### src/rtl/nn_layer_sequencer.sv
// -----------------------------------------------------------------------------
// nn_layer_sequencer
//
// Moves data between the host bus and the neural-network core for one complete
// inference run:
//   1. fetch the input image,
//   2. for each layer 0..last, fetch that layer's coefficients and then run the
//      core once on them.
// Bus words arrive on a valid/ready stream. They are packed little-endian into
// the image and coefficient byte vectors that feed the core. The block also
// supports a programmable layer count, bus backpressure and a synchronous abort.
// A sticky flag records any bus word that was offered while the sequencer was
// not accepting data.
//
// Ports
//   clk, reset        system clock, asynchronous active-high reset
//   start             begin a run (only looked at in IDLE)
//   abort             synchronous return to IDLE from any busy state
//   cfg_last_layer    index of the final layer, captured together with start
//   get_image         request image words from the bus
//   get_coeffs        request coefficient words for `layer`
//   layer             index of the layer currently being loaded or computed
//   rd_data/rd_valid  bus word stream into the sequencer
//   rd_ready          sequencer accepts the word presented this cycle
//   image_data        packed image vector, byte 0 in [7:0]
//   coeff_data        packed coefficient vector, byte 0 in [7:0]
//   core_start        one-cycle pulse that launches the core on `layer`
//   core_done         core has finished the current layer
//   busy              high in every state except IDLE
//   done              one-cycle pulse when the run has completed
//   stray_err         sticky: rd_valid was seen while rd_ready was low
// -----------------------------------------------------------------------------
module nn_layer_sequencer #(
  parameter int IMBYTES = 6,
  parameter int CBYTES  = 11,
  parameter int LBITS   = 2,
  parameter int WORD_W  = 32
) (
  input  logic                 clk,
  input  logic                 reset,
  input  logic                 start,
  input  logic                 abort,
  input  logic [LBITS-1:0]     cfg_last_layer,
  output logic                 get_image,
  output logic                 get_coeffs,
  output logic [LBITS-1:0]     layer,
  input  logic [WORD_W-1:0]    rd_data,
  input  logic                 rd_valid,
  output logic                 rd_ready,
  output logic [IMBYTES*8-1:0] image_data,
  output logic [CBYTES*8-1:0]  coeff_data,
  output logic                 core_start,
  input  logic                 core_done,
  output logic                 busy,
  output logic                 done,
  output logic                 stray_err
);

  localparam int BPW     = WORD_W / 8;
  localparam int IMWORDS = (IMBYTES * 8 + WORD_W - 1) / WORD_W;
  localparam int CWORDS  = (CBYTES * 8 + WORD_W - 1) / WORD_W;
  localparam int MAXW    = (IMWORDS > CWORDS) ? IMWORDS : CWORDS;
  localparam int CNT_W   = $clog2(MAXW + 1);

  typedef enum logic [2:0] {
    S_IDLE,
    S_LOAD_IMG,
    S_LOAD_COEF,
    S_COMPUTE,
    S_DONE
  } state_t;

  state_t                 state_q, state_d;
  logic [CNT_W-1:0]       wcnt_q, wcnt_d;
  logic [LBITS-1:0]       last_q, last_d;
  logic [LBITS-1:0]       layer_q, layer_d;
  logic [IMBYTES*8-1:0]   image_q, image_d;
  logic [CBYTES*8-1:0]    coeff_q, coeff_d;
  logic                   stray_q, stray_d;
  logic                   get_image_q, get_coeffs_q, rd_ready_q;
  logic                   core_start_q, busy_q, done_q;
  logic                   accept;

  // Word k covers bytes k*BPW upward. Bytes that would fall past the end of
  // the vector in the last word are dropped.
  function automatic logic [IMBYTES*8-1:0] pack_image(
    input logic [IMBYTES*8-1:0] vec,
    input logic [CNT_W-1:0]     k,
    input logic [WORD_W-1:0]    word
  );
    logic [IMBYTES*8-1:0] r;
    r = vec;
    for (int b = 0; b < BPW; b++) begin
      if (int'(k) * BPW + b < IMBYTES) begin
        r[(int'(k) * BPW + b) * 8 +: 8] = word[b * 8 +: 8];
      end
    end
    return r;
  endfunction

  function automatic logic [CBYTES*8-1:0] pack_coeff(
    input logic [CBYTES*8-1:0] vec,
    input logic [CNT_W-1:0]    k,
    input logic [WORD_W-1:0]   word
  );
    logic [CBYTES*8-1:0] r;
    r = vec;
    for (int b = 0; b < BPW; b++) begin
      if (int'(k) * BPW + b < CBYTES) begin
        r[(int'(k) * BPW + b) * 8 +: 8] = word[b * 8 +: 8];
      end
    end
    return r;
  endfunction

  // rd_ready is a registered copy of "in a load state", so it already gates
  // acceptance. The abort case is excluded separately in the FSM below.
  assign accept = rd_valid & rd_ready_q;

  always_comb begin
    // NOTE: every signal gets its default here, before any branch, so that no
    // path through the block leaves it unassigned and no latch is inferred.
    state_d = state_q;
    wcnt_d  = wcnt_q;
    last_d  = last_q;
    layer_d = layer_q;
    image_d = image_q;
    coeff_d = coeff_q;
    stray_d = stray_q;

    if (abort && state_q != S_IDLE) begin
      // abort beats the final-word and core_done transitions. The word
      // offered in this cycle is not taken.
      state_d = S_IDLE;
    end else begin
      unique case (state_q)
        S_IDLE: begin
          if (start) begin
            state_d = S_LOAD_IMG;
            last_d  = cfg_last_layer;
            layer_d = '0;
            stray_d = 1'b0;
            wcnt_d  = '0;
          end
        end
        S_LOAD_IMG: begin
          if (accept) begin
            image_d = pack_image(image_q, wcnt_q, rd_data);
            if (wcnt_q == CNT_W'(IMWORDS - 1)) begin
              state_d = S_LOAD_COEF;
              wcnt_d  = '0;
            end else begin
              wcnt_d = wcnt_q + CNT_W'(1);
            end
          end
        end
        S_LOAD_COEF: begin
          if (accept) begin
            coeff_d = pack_coeff(coeff_q, wcnt_q, rd_data);
            if (wcnt_q == CNT_W'(CWORDS - 1)) begin
              state_d = S_COMPUTE;
              wcnt_d  = '0;
            end else begin
              wcnt_d = wcnt_q + CNT_W'(1);
            end
          end
        end
        S_COMPUTE: begin
          // core_done is ignored while core_start is still high. A level left
          // over from the previous layer must not finish this one.
          if (core_done && !core_start_q) begin
            if (layer_q == last_q) begin
              state_d = S_DONE;
            end else begin
              state_d = S_LOAD_COEF;
              layer_d = layer_q + LBITS'(1);
              wcnt_d  = '0;
            end
          end
        end
        S_DONE: begin
          state_d = S_IDLE;
        end
        default: begin
          state_d = S_IDLE;
        end
      endcase
    end

    // A word offered while not ready is dropped and flagged. The flag is set
    // after the clear-on-start above, so a word dropped in the start cycle
    // still gets recorded.
    if (rd_valid && !rd_ready_q) begin
      stray_d = 1'b1;
    end
  end

  always_ff @(posedge clk or posedge reset) begin
    if (reset) begin
      // NOTE: the image/coefficient vectors are plain flops, not a RAM, and
      // they are reset along with the other state because every output has to
      // read 0 while in reset.
      state_q      <= S_IDLE;
      wcnt_q       <= '0;
      last_q       <= '0;
      layer_q      <= '0;
      image_q      <= '0;
      coeff_q      <= '0;
      stray_q      <= 1'b0;
      get_image_q  <= 1'b0;
      get_coeffs_q <= 1'b0;
      rd_ready_q   <= 1'b0;
      core_start_q <= 1'b0;
      busy_q       <= 1'b0;
      done_q       <= 1'b0;
    end else begin
      // NOTE: non-blocking assignments, so every flop here samples the values
      // from before this edge, independent of statement order.
      state_q      <= state_d;
      wcnt_q       <= wcnt_d;
      last_q       <= last_d;
      layer_q      <= layer_d;
      image_q      <= image_d;
      coeff_q      <= coeff_d;
      stray_q      <= stray_d;
      // Outputs are registered from the next state, so they line up with the
      // state they describe without a combinational decode at the ports.
      get_image_q  <= (state_d == S_LOAD_IMG);
      get_coeffs_q <= (state_d == S_LOAD_COEF);
      rd_ready_q   <= (state_d == S_LOAD_IMG) || (state_d == S_LOAD_COEF);
      core_start_q <= (state_d == S_COMPUTE) && (state_q != S_COMPUTE);
      busy_q       <= (state_d != S_IDLE);
      done_q       <= (state_d == S_DONE);
    end
  end

  assign get_image  = get_image_q;
  assign get_coeffs = get_coeffs_q;
  assign layer      = layer_q;
  assign rd_ready   = rd_ready_q;
  assign image_data = image_q;
  assign coeff_data = coeff_q;
  assign core_start = core_start_q;
  assign busy       = busy_q;
  assign done       = done_q;
  assign stray_err  = stray_q;

endmodule

### config.mk
export PLATFORM = sky130hd
export DESIGN_NAME = nn_layer_sequencer
export DESIGN_NICKNAME = d
export VERILOG_FILES = /design/src/rtl/nn_layer_sequencer.sv
export SDC_FILE = /design/constraint.sdc
export NUM_CORES = 1
export LEC_CHECK = 0
export ABC_AREA = 1
export CAP_MARGIN = 40
export CORE_ASPECT_RATIO = 1.2
export CORE_MARGIN = 1
export CORE_UTILIZATION = 49
export DETAILED_ROUTE_END_ITERATION = 8
export GPL_TIMING_DRIVEN = 0
export PLACE_DENSITY = 0.81
export SLEW_MARGIN = 0
export SYNTH_ARGS = -nofsm -noshare
export SYNTH_HDL_FRONTEND = slang
export SYNTH_SLANG_ARGS = --single-unit
### constraint.sdc
create_clock -name clk -period 6 [get_ports clk]
set_input_delay 1.2 -clock clk [delete_from_list [all_inputs] [get_ports clk]]
set_output_delay 1.2 -clock clk [all_outputs]
set_load 0.02 [all_outputs]
Yosys cells after proc, flatten, opt, wreduce, memory -nomap -nowiden
Cells that the tools add are included.
{ "word_totals": {"register_bits": 152, "latch_bits": 0, "mem_bits_rw": 0, "rom_bits": 0, "in_bits": 40, "out_inout_bits": 145, "elab_cells": 143, "mem_count": 0} }
{ "classes": {"addsub": 9, "multipliers": 0, "div": 0, "order_cmp": 8, "n_eq_ne": 17, "n_shift": 16, "n_mux": 58, "bitwise_logic": 2, "n_reduce_logical": 20} }
{ "op_table": {"columns": ["op", "count"], "rows": [
  ["2-to-1 mux 88 bit", 13],
  ["2-to-1 mux 48 bit", 13],
  ["bitwise mux 88 bit", 4],
  ["variable shift 8 x 33 -> 88 bit, first input constant", 4],
  ["indexed part select 8 x 33 -> 88 bit", 4],
  ["bitwise mux 48 bit", 4],
  ["variable shift 8 x 33 -> 48 bit, first input constant", 4],
  ["indexed part select 8 x 33 -> 48 bit", 4],
  ["negator 8 -> 33 bit", 3],
  ["< comparator 32 x 4 -> 1 bit, second input constant", 3],
  ["< comparator 32 x 5 -> 1 bit, second input constant", 3],
  ["negator 7 -> 33 bit", 1],
  ["2-to-1 mux 3 bit", 8],
  ["2-to-1 mux 2 bit", 9],
  ["equality test 3 x 2 -> 1 bit, second input constant", 4],
  ["case mux 3 bit (4 select lines)", 1],
  ["AND reduction 3 bit", 4],
  ["adder 4 x 2 -> 5 bit, second input constant", 2],
  ["!= test 2 bit, second input constant", 5],
  ["case mux 2 bit (4 select lines)", 1],
  ["AND reduction 7 bit", 1],
  ["equality test 3 x 1 -> 1 bit, second input constant", 2],
  ["nonzero test 2 bit", 3],
  ["nonzero test 3 bit", 2],
  ["other kinds (20)", 28]
]} }

Longest topological paths before layout
Gate-level depths: netlist of the first run.
{ "depth": {"ltp_word": 19, "mapped_depth": 11, "depth_no_buf": 10} }

Least setup slack after synthesis of the first run
Ideal clock, no wire load.
{ "synth_path": {"path_kind": "input port to flip-flop", "from": "in rd_valid", "to": "reg coeff_q[42], in the netlist coeff_data[42]", "setup_time_ns": 0.117, "t_arrival_ns": 2.182, "t_required_ns": 5.883, "slack_ns": 3.701, "cell_stages": 8, "n_path_buf": 1, "path_cell_list": "nand2_1 inv_1 nand3_4 nor2_4 nand2_1 buf_2 nand2_1 nand2_1"} }
{ "synth_between": {"elab_chain_len": 2} }
{ "synth_lines": {"columns": ["element", "line_no", "text"], "rows": [
  ["start: declaration", "48", "input logic rd_valid,"],
  ["AND 1 bit", "118", "assign accept = rd_valid & rd_ready_q;"],
  ["AND reduction 3 bit (no source line)", null, null],
  ["end signal: assignment", "224", "coeff_q <= coeff_d;"],
  ["end: declaration", "78", "logic [CBYTES*8-1:0] coeff_q, coeff_d;"]
]} }
No other way between the ends.
A chain may end at the register's enable or synchronous reset.

Worst setup path in the final report of the first run
{ "layout_path": {"from": "in rd_valid", "to": "reg coeff_q[48], in the netlist coeff_data[48]"} }
The elaborated chain is that of the path after synthesis.

==> summary.md, run 1 <==
| Metric | Value |
|---|---|
| Status | finished clean |
| Total track usage | 0.288 |
| Commonest non-fill, non-tap cell in the layout | nand2_1 |
| Worst setup margin | 3.19 ns |
| DRT iter0 DRCs | 451 |
| Critical R2R Capture | coeff_data[36]$_DFFE_PP0P_ |
| Pleak | 4.96 nW |
| Grt ovf | 0 |
| Hold Crit Start | coeff_data[86]$_DFFE_PP0P_ |
| Sequential Power Share | 0.345 |
| Combinational share of power | 0.387 |
| Fin nets | 1116 |
| FMAX | 0.355 GHz |
| Clk pin slew, worst setup/hold paths | 0.06 ns |
| Placer Congestion | 0.925 |
| Crit end category | register |
| Syn Area/Cell | 7.95 µm² |
| Detailed Route WL | 19900 µm |
| Max cap viols | 0 |
| R2R cell count | 8 |
| Cells after Synth | 865 |
| NetSw | 0.00158 W |
| Hold_buf cts | 0 |
| Sw Share | 0.384 |
| Place WS | 2.79 ns |
| Starting density of the core | 0.500 |
| Antenna diodes | 0 |
| Synth-to-layout area growth | 39.1% |
| Hold path depth | 2 |
| Critical Path RT | 6.30 ns |
| Initial antenna violation count | 0 |
| Unrepaired setup endpoints after global routing | false |
| Fin crit share | 0.469 |
| Post-synth EDFFs | 0 |
| Fin. Hold Viols | 0 |
| Most used cell, CP | nand2_1 |
| Vias in the first global route | 6342 |
| DRC viols | 0 |
| Startpoint types | input pin |
| Ys Warns | 0 |
| Internal Power | 0.00253 W |
| First-pass GRT wire length | 32100 µm |
| Clk pwr share | 0.268 |
| CTS tree | yes |
| Net Count, Synth | 912 |
| Synth area leaders | dfrtp_1 55%, nand2_1 19%, nand3_1 7.7%, nor2_1 4.6%, inv_1 2.9% |
| Minimum clock period after layout | 2.81 ns |
| Yosys cell types | 23 |
| Worst-case clock skew | 0.0110 ns |
| I/O Pins | 185 |
| Largest net degree at the start of global routing | 79 |
| Core footprint | 13800 µm² |
| Top delay family on crit path | buffers and inverters |
| Post-CTS Setup Repair Bufs | 0 |
| # H-tree levels | 4 |
| Wire per inst | 15.9 µm |
| Die X | 110 µm |
| Synth Flop Type | dfrtp_1 |
| Crit path max fanout | 10 |
| Pre-antenna DRT Iters | 8 |
| R2R setup slack | 3.66 ns |
| CTS buffer count | 17 |
| Placed cell area | 8970 µm² |
| Die area | 14500 µm² |
| Worst hold endpoint | coeff_data[86]$_DFFE_PP0P_ |
| Clk sinks | 152 |
| Site row count | 47 |
| Crit path buf inv count | 3 |
| Sequential fraction of the synthesis area | 0.553 |
| Crit-path cells | clkdlybuf4s50_1 -> nand2_1 -> inv_1 -> nand3_4 -> nor2_4 -> nand2_1 -> buf_2 -> nand2_1 -> nand2_1 |
| Util after Layout | 0.695 |
| Post_cts resized | 0 |
| Worst-Margin Slew | 0.720 ns |
| Cell taking the most area after synthesis | dfrtp_1 |
| Final HPWL DP | 14500 µm |
| Worst VDD drop | 0.000305 V |
| Worst R2R Start | wcnt_q[1]$_DFFE_PP0P_ |
| Hold Crit Class | reg2reg |
| Most frequent cells in the layout | 356 x nand2_1, 184 x clkdlybuf4s50_1, 152 x dfrtp_1, 106 x nand3_1, 85 x nor2_1 |
| Root buffer cell | clkbuf_16 |
| Max-slew violation count | 0 |
| DRT antenna net count | 0 |
| Final Cell Area | 9570 µm² |
| Post-synth ARST share | 1.00 |
| Register bit count reported by yosys | 152 |
| Crit-path max cell delay | 0.52 ns |
| Rel. slew slack | 0.520 |
| Cell Count, Final, Fillers Out | 1253 |
| Clock latency on the worst-skew pair | 0.42 ns |
| P per Cell Area | 429 nW/µm² |
| WS Path Type | in2reg |
| Share of cells above drive strength 1 | 0.0582 |
| Buffers added on ports | 184 |
| Post-route setup TNS | 0 ns |
| Die height | 132 µm |
| Top cell type's share of synthesized area | 0.553 |
| Inst Count DP | 1221 |
| Longest Clk Path Bufs | 2 |
| Vias per cell | 5.19 |
| Critical-path top delay cell | clkdlybuf4s50_1 |
| Final setup fails | 0 |
| Critical Path AT | 3.11 ns |
| Cell Area, Synth | 6880 µm² |
| DR vias | 6508 |
-- sequential cells by signal (all words and copies together) (netlist names), 2 cells and up --
name        count
last_q          2
state_q         3
layer           2
image_data     48
coeff_data     88
wcnt_q          2
-- synthesized netlist by cell type, types with 2 or more instances --
| cell type | instances |
|---|---|
| buf_1 | 2 |
| ha_1 | 7 |
| buf_4 | 7 |
| buf_2 | 8 |
| o21ai_0 | 26 |
| nand2_1 | 356 |
| nor3b_1 | 8 |
| nor3_1 | 16 |
| nor2_4 | 2 |
| dfrtp_1 | 152 |
| nor2_2 | 3 |
| nand3_1 | 106 |
| clkbuf_1 | 16 |
| nor2_1 | 85 |
| nand2_2 | 7 |
| clkinv_1 | 4 |
| inv_1 | 54 |
-- worst register-to-register path, delay by kind of cell, from the launching register on --
kind,cells,cell delay [ns]
buffers and inverters,3,0.79
adders and majority gates,1,0.17
and+or+nand+nor,4,0.78
DFF,1,0.48
-- per-layer routing --
metal | global-route usage | wire [µm] | share of wire
met5 | 0 | 0 | 0
met4 | 0.111 | 623 | 0.031
met3 | 0.0628 | 1280 | 0.064
met2 | 0.476 | 9860 | 0.50
met1 | 0.367 | 8150 | 0.41
-- worst max path at each step --
stage | slack (ns) | to | from | cells past startpoint
2_1_floorplan | 0.71 | busy$_DFF_PP0_ | reset | 1
3_3_place_gp | -1.27 | image_data[34]$_DFFE_PP0P_ | reset | 2
3_5_place_dp | 2.79 | coeff_data[47]$_DFFE_PP0P_ | rd_valid | 9
4_1_cts | 3.20 | coeff_data[44]$_DFFE_PP0P_ | rd_valid | 9
5_1_grt | 3.02 | coeff_data[48]$_DFFE_PP0P_ | rd_valid | 9
6_report | 3.19 | coeff_data[48]$_DFFE_PP0P_ | rd_valid | 9
-- power by group through the flow --
stage	Clock [W]	Combinational [W]	Sequential [W]
2_1_floorplan	0	0.000635	0.00168
4_1_cts	0.00110	0.00159	0.00141
3_3_place_gp	0	0.00155	0.00143
6_report	0.00110	0.00159	0.00142
5_1_grt	0.00115	0.00174	0.00144
3_5_place_dp	0	0.00158	0.00143
-- kinds of logic after synthesis --
kind of cell,after synthesis,share of synthesized area
xor gates and xnor gates,1,0.00127
buffers and inverters,92,0.0555
AOI/OAI and AO/OA,27,0.0196
and+or+nand+nor,586,0.358
adders and majority gates,7,0.0127
DFF,152,0.553
-- area by class of cell --
type,instances,area [µm²]
Fill cell,1153,4190
Sequential cell,152,3800
Multi-Input combinational cell,621,2690
Timing Repair Buffer,185,1870
Clock buffer,19,433
Inverter,59,226
Tap cell,171,214
Clock inverter,13,169
Buffer,33,160
-- per-stage QoR --
stage | power, W | hold WS [ns]
6_report | 0.00411 | 0.471
3_3_place_gp | 0.00298 | 0.456
5_1_grt | 0.00434 | 0.484
2_1_floorplan | 0.00231 | 0.530
3_5_place_dp | 0.00301 | 0.458
4_1_cts | 0.00411 | 0.473
Power figures use the tool's default switching activity.
==> run 2, diff against run 1 <==
clock period = 2.6 ns   (was 6 ns; I/O delays follow)
==> summary.md, run 2 (synthesis gave the netlist of run 1 again) <==
| Metric | Value |
|---|---|
| Top delay family on crit path | buffers and inverters |
| Root buffer cell | clkbuf_16 |
| Die height | 132 µm (unchanged) |
| Rel. slew slack | 0.619 (+0.0995) |
| Starting density of the core | 0.500 (unchanged) |
| WS Path Type | reg2reg |
| Vias in the first global route | 6332 (-0.16%) |
| Worst-case clock skew | 0.00606 ns (-0.00495 ns) |
| DRC viols | 0 (unchanged) |
| Worst R2R Start | wcnt_q[0]$_DFFE_PP0P_ |
| Hold Crit Start | image_data[35]$_DFFE_PP0P_ |
| # fillers | 1112 (-3.6%) |
| Hold_buf cts | 0 (unchanged) |
| Pleak | 4.98 nW (+0.41%) |
| Critical R2R Capture | coeff_data[0]$_DFFE_PP0P_ |
| Wire per inst | 15.6 µm (-1.9%) |
| Fin. Hold Viols | 0 (unchanged) |
| Post-CTS Setup Repair Bufs | 0 (unchanged) |
| Fin nets | 1119 (+0.27%) |
| Fin crit share | 0.903 |
| Share of cells above drive strength 1 | 0.0627 (+0.00445) |
| Largest net degree at the start of global routing | 38 (-52%) |
| Hold path depth | 2 (unchanged) |
| Core footprint | 13800 µm² (unchanged) |
| Die area | 14500 µm² (unchanged) |
| Final HPWL DP | 14600 µm (+1.2%) |
| Longest Clk Path Bufs | 2 (unchanged) |
| DRT antenna net count | 0 (unchanged) |
| Buffers added on ports | 184 (unchanged) |
| Clock latency on the worst-skew pair | 0.42 ns (about the same) |
| DR vias | 6505 (-0.046%) |
| DRT iter0 DRCs | 337 (-25%) |
| Util after Layout | 0.698 (+0.00282) |
| Worst hold slack | 0.472 ns (+0.00143 ns) |
| Status | finished clean |
| CTS buffer count | 17 (unchanged) |
| Die X | 110 µm (unchanged) |
| Startpoint types | register |
| R2R setup slack | 0.25 ns (-3.41 ns) |
| Initial antenna violation count | 0 (unchanged) |
| Crit path buf inv count | 3 (unchanged) |
| First-pass GRT wire length | 31500 µm (-1.8%) |
| Worst-Margin Slew | 0.570 ns (-0.151 ns) |
| Critical-path top delay cell | dfrtp_1 |
| P per Cell Area | 975 nW/µm² (+130%) |
| Final setup fails | 0 (unchanged) |
| Post_cts resized | 0 (unchanged) |
| Vias per cell | 5.18 (-0.28%) |
| Placer Congestion | 0.911 (-1.5%) |
| Synth-to-layout area growth | 39.7% |
| Pre-antenna DRT Iters | 7 (-1) |
| FMAX | 0.426 GHz |
| # H-tree levels | 4 (unchanged) |
| Grt ovf | 0 (unchanged) |
| Critical Path AT | 2.71 ns (-0.40 ns) |
| Hold Crit Class | reg2reg |
| Critical path depth | 7 (-2) |
| Crit end category | register |
| Most frequent cells in the layout | 356 x nand2_1, 184 x clkdlybuf4s50_1, 152 x dfrtp_1, 106 x nand3_1, 85 x nor2_1 |
| Register area | 3800 µm² (unchanged) |
| Total power | 0.00937 W (+130%) |
| Clk sinks | 152 (unchanged) |
| Max-slew violation count | 0 (unchanged) |
| Critical Path RT | 2.96 ns (-3.34 ns) |
| R2R cell count | 7 (-1) |
| Antenna diodes | 0 (unchanged) |
| I/O Pins | 185 (unchanged) |
| Crit-path cells | inv_1 -> ha_1 -> clkinv_1 -> nor2_2 -> buf_2 -> nand3_1 -> nand2_1 |
| Area of the multi-input gates | 2690 µm² (unchanged) |
| Commonest non-fill, non-tap cell in the layout | nand2_1 |
| Max cap viols | 0 (unchanged) |
| Worst VDD drop | 0.000612 V (+100%) |
| CTS tree | yes |
| Crit-path max cell delay | 0.48 ns (-0.04 ns) |
| Site row count | 47 (unchanged) |
| Worst hold endpoint | image_data[35]$_DFFE_PP0P_ |
| Unrepaired setup endpoints after global routing | false |
| Total track usage | 0.284 (-0.00448) |
| Max reg flops | 88 (unchanged) |
| Minimum clock period after layout | 2.35 ns |
| Detailed Route WL | 19600 µm (-1.7%) |
| Clk pin slew, worst setup/hold paths | 0.07 ns (about the same) |
| Crit path max fanout | 10 (unchanged) |
[run 2: changes by cell type in the layout (fill, tap and decap cells not counted)]
| cell | previous run | this run |
|---|---|---|
| buf_12 | 0 | 4 |
| clkinv_4 | 1 | 4 |
| bufinv_16 | 3 | 1 |
| clkbuf_1 | 18 | 16 |
| clkbuf_8 | 0 | 2 |
| inv_6 | 5 | 3 |
| inv_8 | 0 | 2 |
| buf_16 | 1 | 0 |
| clkinv_2 | 1 | 0 |
[run 2: worst min-delay path, cell delays in order, from the launching register on]
cell and delay [ns]:
dfrtp_1 0.34, nand2_1 0.05, nand2_1 0.04
[run 2: routing by layer]
layer | global-route usage | vias to the layer above | routed length, µm
met5 | 0 | - | 0
met4 | 0.122 | 0 | 606
met3 | 0.0648 | 48 | 1410
met2 | 0.473 | 256 | 9750
met1 | 0.349 | 3070 | 7820
li1 | - | 3131 | -
[run 2: worst max path at each step]
| stage | start | to | slack [ns] |
|---|---|---|---|
| 2_1_floorplan | reset | busy$_DFF_PP0_ | 0.16 |
| 3_3_place_gp | reset | image_data[36]$_DFFE_PP0P_ | -1.11 |
| 3_5_place_dp | rd_valid | coeff_data[43]$_DFFE_PP0P_ | 0.04 |
| 4_1_cts | wcnt_q[0]$_DFFE_PP0P_ | coeff_data[0]$_DFFE_PP0P_ | 0.24 |
| 5_1_grt | wcnt_q[0]$_DFFE_PP0P_ | coeff_data[1]$_DFFE_PP0P_ | 0.04 |
| 6_report | wcnt_q[0]$_DFFE_PP0P_ | coeff_data[0]$_DFFE_PP0P_ | 0.25 |
[run 2: area by class of cell]
| type | instances | area share |
|---|---|---|
| flip-flops and latches | 152 | 0.396 |
| well taps | 171 | 0.0223 |
| clock buffers | 19 | 0.0471 |
| multi-input cells | 621 | 0.280 |
| clock inverters | 13 | 0.0142 |
| plain buffers | 33 | 0.0167 |
| repair buffers | 188 | 0.200 |
| inverters | 59 | 0.0234 |
[run 2: where the power goes]
group,internal [W],switching [W],total [W]
Combinational,0.00141,0.00226,0.00367
Sequential,0.00291,0.000353,0.00326
Clock,0.00140,0.00104,0.00243
Total,0.00572,0.00365,0.00937
[run 2: per-stage QoR]
step | area (µm²) | cells | setup slack [ns] | setup TNS [ns]
final | 9610 | 1256 | 0.252 | 0
after global routing | 9610 | 1256 | 0.0385 | 0
after CTS | 9610 | 1256 | 0.241 | 0
after detailed placement | 9020 | 1224 | 0.0395 | 0
after global placement | 8940 | 1220 | -1.11 | -167.66
after floorplan | 6880 | 865 | 0.163 | 0
==> run 3, diff against run 2 <==
CORE_UTILIZATION = 45   (was 49)
PLACE_DENSITY = 0.75   (was 0.81)
==> summary.md, run 3 (synthesis gave the netlist of run 1 again) <==
| Metric | Value |
|---|---|
| Rel. slew slack | 0.558 (-0.0609) |
| DRT antenna net count | 0 (unchanged) |
| Minimum clock period after layout | 2.37 ns (+0.0215 ns) |
| Commonest non-fill, non-tap cell in the layout | nand2_1 |
| Pleak | 4.97 nW (-0.22%) |
| Worst-Margin Slew | 0.661 ns (+0.0912 ns) |
| Vias per cell | 4.99 (-3.6%) |
| Max reg flops | 88 (unchanged) |
| Hold Crit Class | reg2reg |
| Startpoint types | register |
| Max cap viols | 0 (unchanged) |
| Fin nets | 1119 (unchanged) |
| Placer Congestion | 0.933 (+2.4%) |
| Met2 Use GR | 0.427 (-0.0459) |
| Fin crit share | 0.911 (+0.00829) |
| Buffers added on ports | 184 (unchanged) |
| Place WS | 0.0532 ns (+0.0137 ns) |
| Hold_buf cts | 0 (unchanged) |
| Crit end category | register |
| CTS buffer count | 17 (unchanged) |
| Final setup fails | 0 (unchanged) |
| Grt ovf | 0 (unchanged) |
| CTS tree | yes |
| Wire per inst | 15.3 µm (-1.8%) |
| Share of cells above drive strength 1 | 0.0608 (-0.00184) |
| Site row count | 49 (+4.3%) |
| Placed cell area | 9070 µm² (+0.54%) |
| M3 GR Usage | 0.0656 (+0.000797) |
| Pre-antenna DRT Iters | 5 (-2) |
| Fin. Hold Viols | 0 (unchanged) |
| Most frequent cells in the layout | 356 x nand2_1, 184 x clkdlybuf4s50_1, 152 x dfrtp_1, 106 x nand3_1, 85 x nor2_1 |
| DRC viols | 0 (unchanged) |
| Die height | 137 µm (+4.3%) |
| Vias in the first global route | 6180 (-2.4%) |
| Inst Count DP | 1257 (+2.7%) |
| Longest Clk Path Bufs | 2 (unchanged) |
| # H-tree levels | 4 (unchanged) |
| Worst VDD drop | 0.000585 V (-4.5%) |
| Root buffer cell | clkbuf_16 |
| Clock latency on the worst-skew pair | 0.43 ns (about the same) |
| Worst-case clock skew | 0.00637 ns (+0.000314 ns) |
| WS Path Type | reg2reg |
| Post_cts resized | 0 (unchanged) |
| First-pass GRT wire length | 30600 µm (-2.8%) |
| Worst hold slack | 0.470 ns (-0.00224 ns) |
| Clk pin slew, worst setup/hold paths | 0.06 ns (about the same) |
| Die X | 115 µm (+4.3%) |
| Worst setup margin | 0.230 ns (-0.0215 ns) |
| Critical Path AT | 2.74 ns (+0.03 ns) |
| Unrepaired setup endpoints after global routing | false |
| Max-slew violation count | 0 (unchanged) |
| Critical Path RT | 2.97 ns (about the same) |
| Detailed Route WL | 19700 µm (+0.80%) |
| Post-CTS Setup Repair Bufs | 0 (unchanged) |
| FMAX | 0.422 GHz (-0.91%) |
| DRT iter0 DRCs | 422 (+25%) |
| Core footprint | 15000 µm² (+8.7%) |
| Gr busiest metal | met2 |
| DR vias | 6435 (-1.1%) |
| I/O Pins | 185 (unchanged) |
| Final HPWL DP | 14900 µm (+1.6%) |
| Die area | 15800 µm² (+8.7%) |
| Largest net degree at the start of global routing | 39 (+2.6%) |
| Crit path max fanout | 10 (unchanged) |
| Antenna diodes | 0 (unchanged) |
| Cell Count, Final, Fillers Out | 1289 (+2.6%) |
| P per Cell Area | 960 nW/µm² (-1.6%) |
| Total track usage | 0.259 (-0.0246) |
| Util after Layout | 0.643 (-0.0552) |
| Synth-to-layout area growth | 39.8% |
| Clk sinks | 152 (unchanged) |
| Met1 usage | 0.310 (-0.0389) |
| # fillers | 1321 (+19%) |
| Starting density of the core | 0.460 (-0.0401) |
| Initial antenna violation count | 0 (unchanged) |
| Status | finished clean |
| Final Cell Area | 9620 µm² (+0.12%) |
==> run 3: path summary, 6_finish.rpt <==
kind,slack [ns],from,endpoint,cells after the start
min in group asynchronous,0.53,reset,image_data[17]$_DFFE_PP0P_,2
max reg2reg,0.23,wcnt_q[0]$_DFFE_PP0P_,coeff_data[0]$_DFFE_PP0P_,7
max in group asynchronous,1.21,reset,image_data[7]$_DFFE_PP0P_,4
max,0.23,wcnt_q[0]$_DFFE_PP0P_,coeff_data[0]$_DFFE_PP0P_,7
min reg2reg,0.47,image_data[12]$_DFFE_PP0P_,image_data[12]$_DFFE_PP0P_,2
min,0.47,image_data[12]$_DFFE_PP0P_,image_data[12]$_DFFE_PP0P_,2
==> run 3: where the power goes <==
group          switching (W)  leakage (nW)  internal [W]
logic                0.00226          2.63       0.00141
registers           0.000347          2.07       0.00291
clock network       0.000977         0.266       0.00132
==> run 3: cell type report <==
class / instances / area [µm²] / area share
multi-input combinational: 621 / 2690 / 0.280
timing repair buffer: 188 / 1930 / 0.201
clock inverter: 9 / 63.8 / 0.00663
clock buffer: 23 / 488 / 0.0507
tap: 204 / 255 / 0.0265
sequential: 152 / 3800 / 0.395
inverter: 59 / 225 / 0.0234
buffer: 33 / 160 / 0.0166
==> run 3: layer usage <==
| metal | vias up | share of wire |
|---|---|---|
| met5 | - | 0 |
| met4 | 0 | 0.032 |
| met3 | 45 | 0.064 |
| met2 | 227 | 0.49 |
| met1 | 3041 | 0.41 |
| li1 | 3122 | - |
==> run 3: metrics by stage <==
stage / power [W] / TNS (ns)
4_1_cts: 0.00929 / 0
6_report: 0.00923 / 0
3_3_place_gp: 0.00690 / -173.06
2_1_floorplan: 0.00534 / 0
3_5_place_dp: 0.00696 / 0
5_1_grt: 0.00976 / 0
==> run 3: critical path, cell delays in order (launching register included) <==
cell and delay, ns:
dfrtp_1 0.47, inv_1 0.25, ha_1 0.36, clkinv_1 0.34
nor2_2 0.37, buf_2 0.28, nand3_1 0.14, nand2_1 0.11
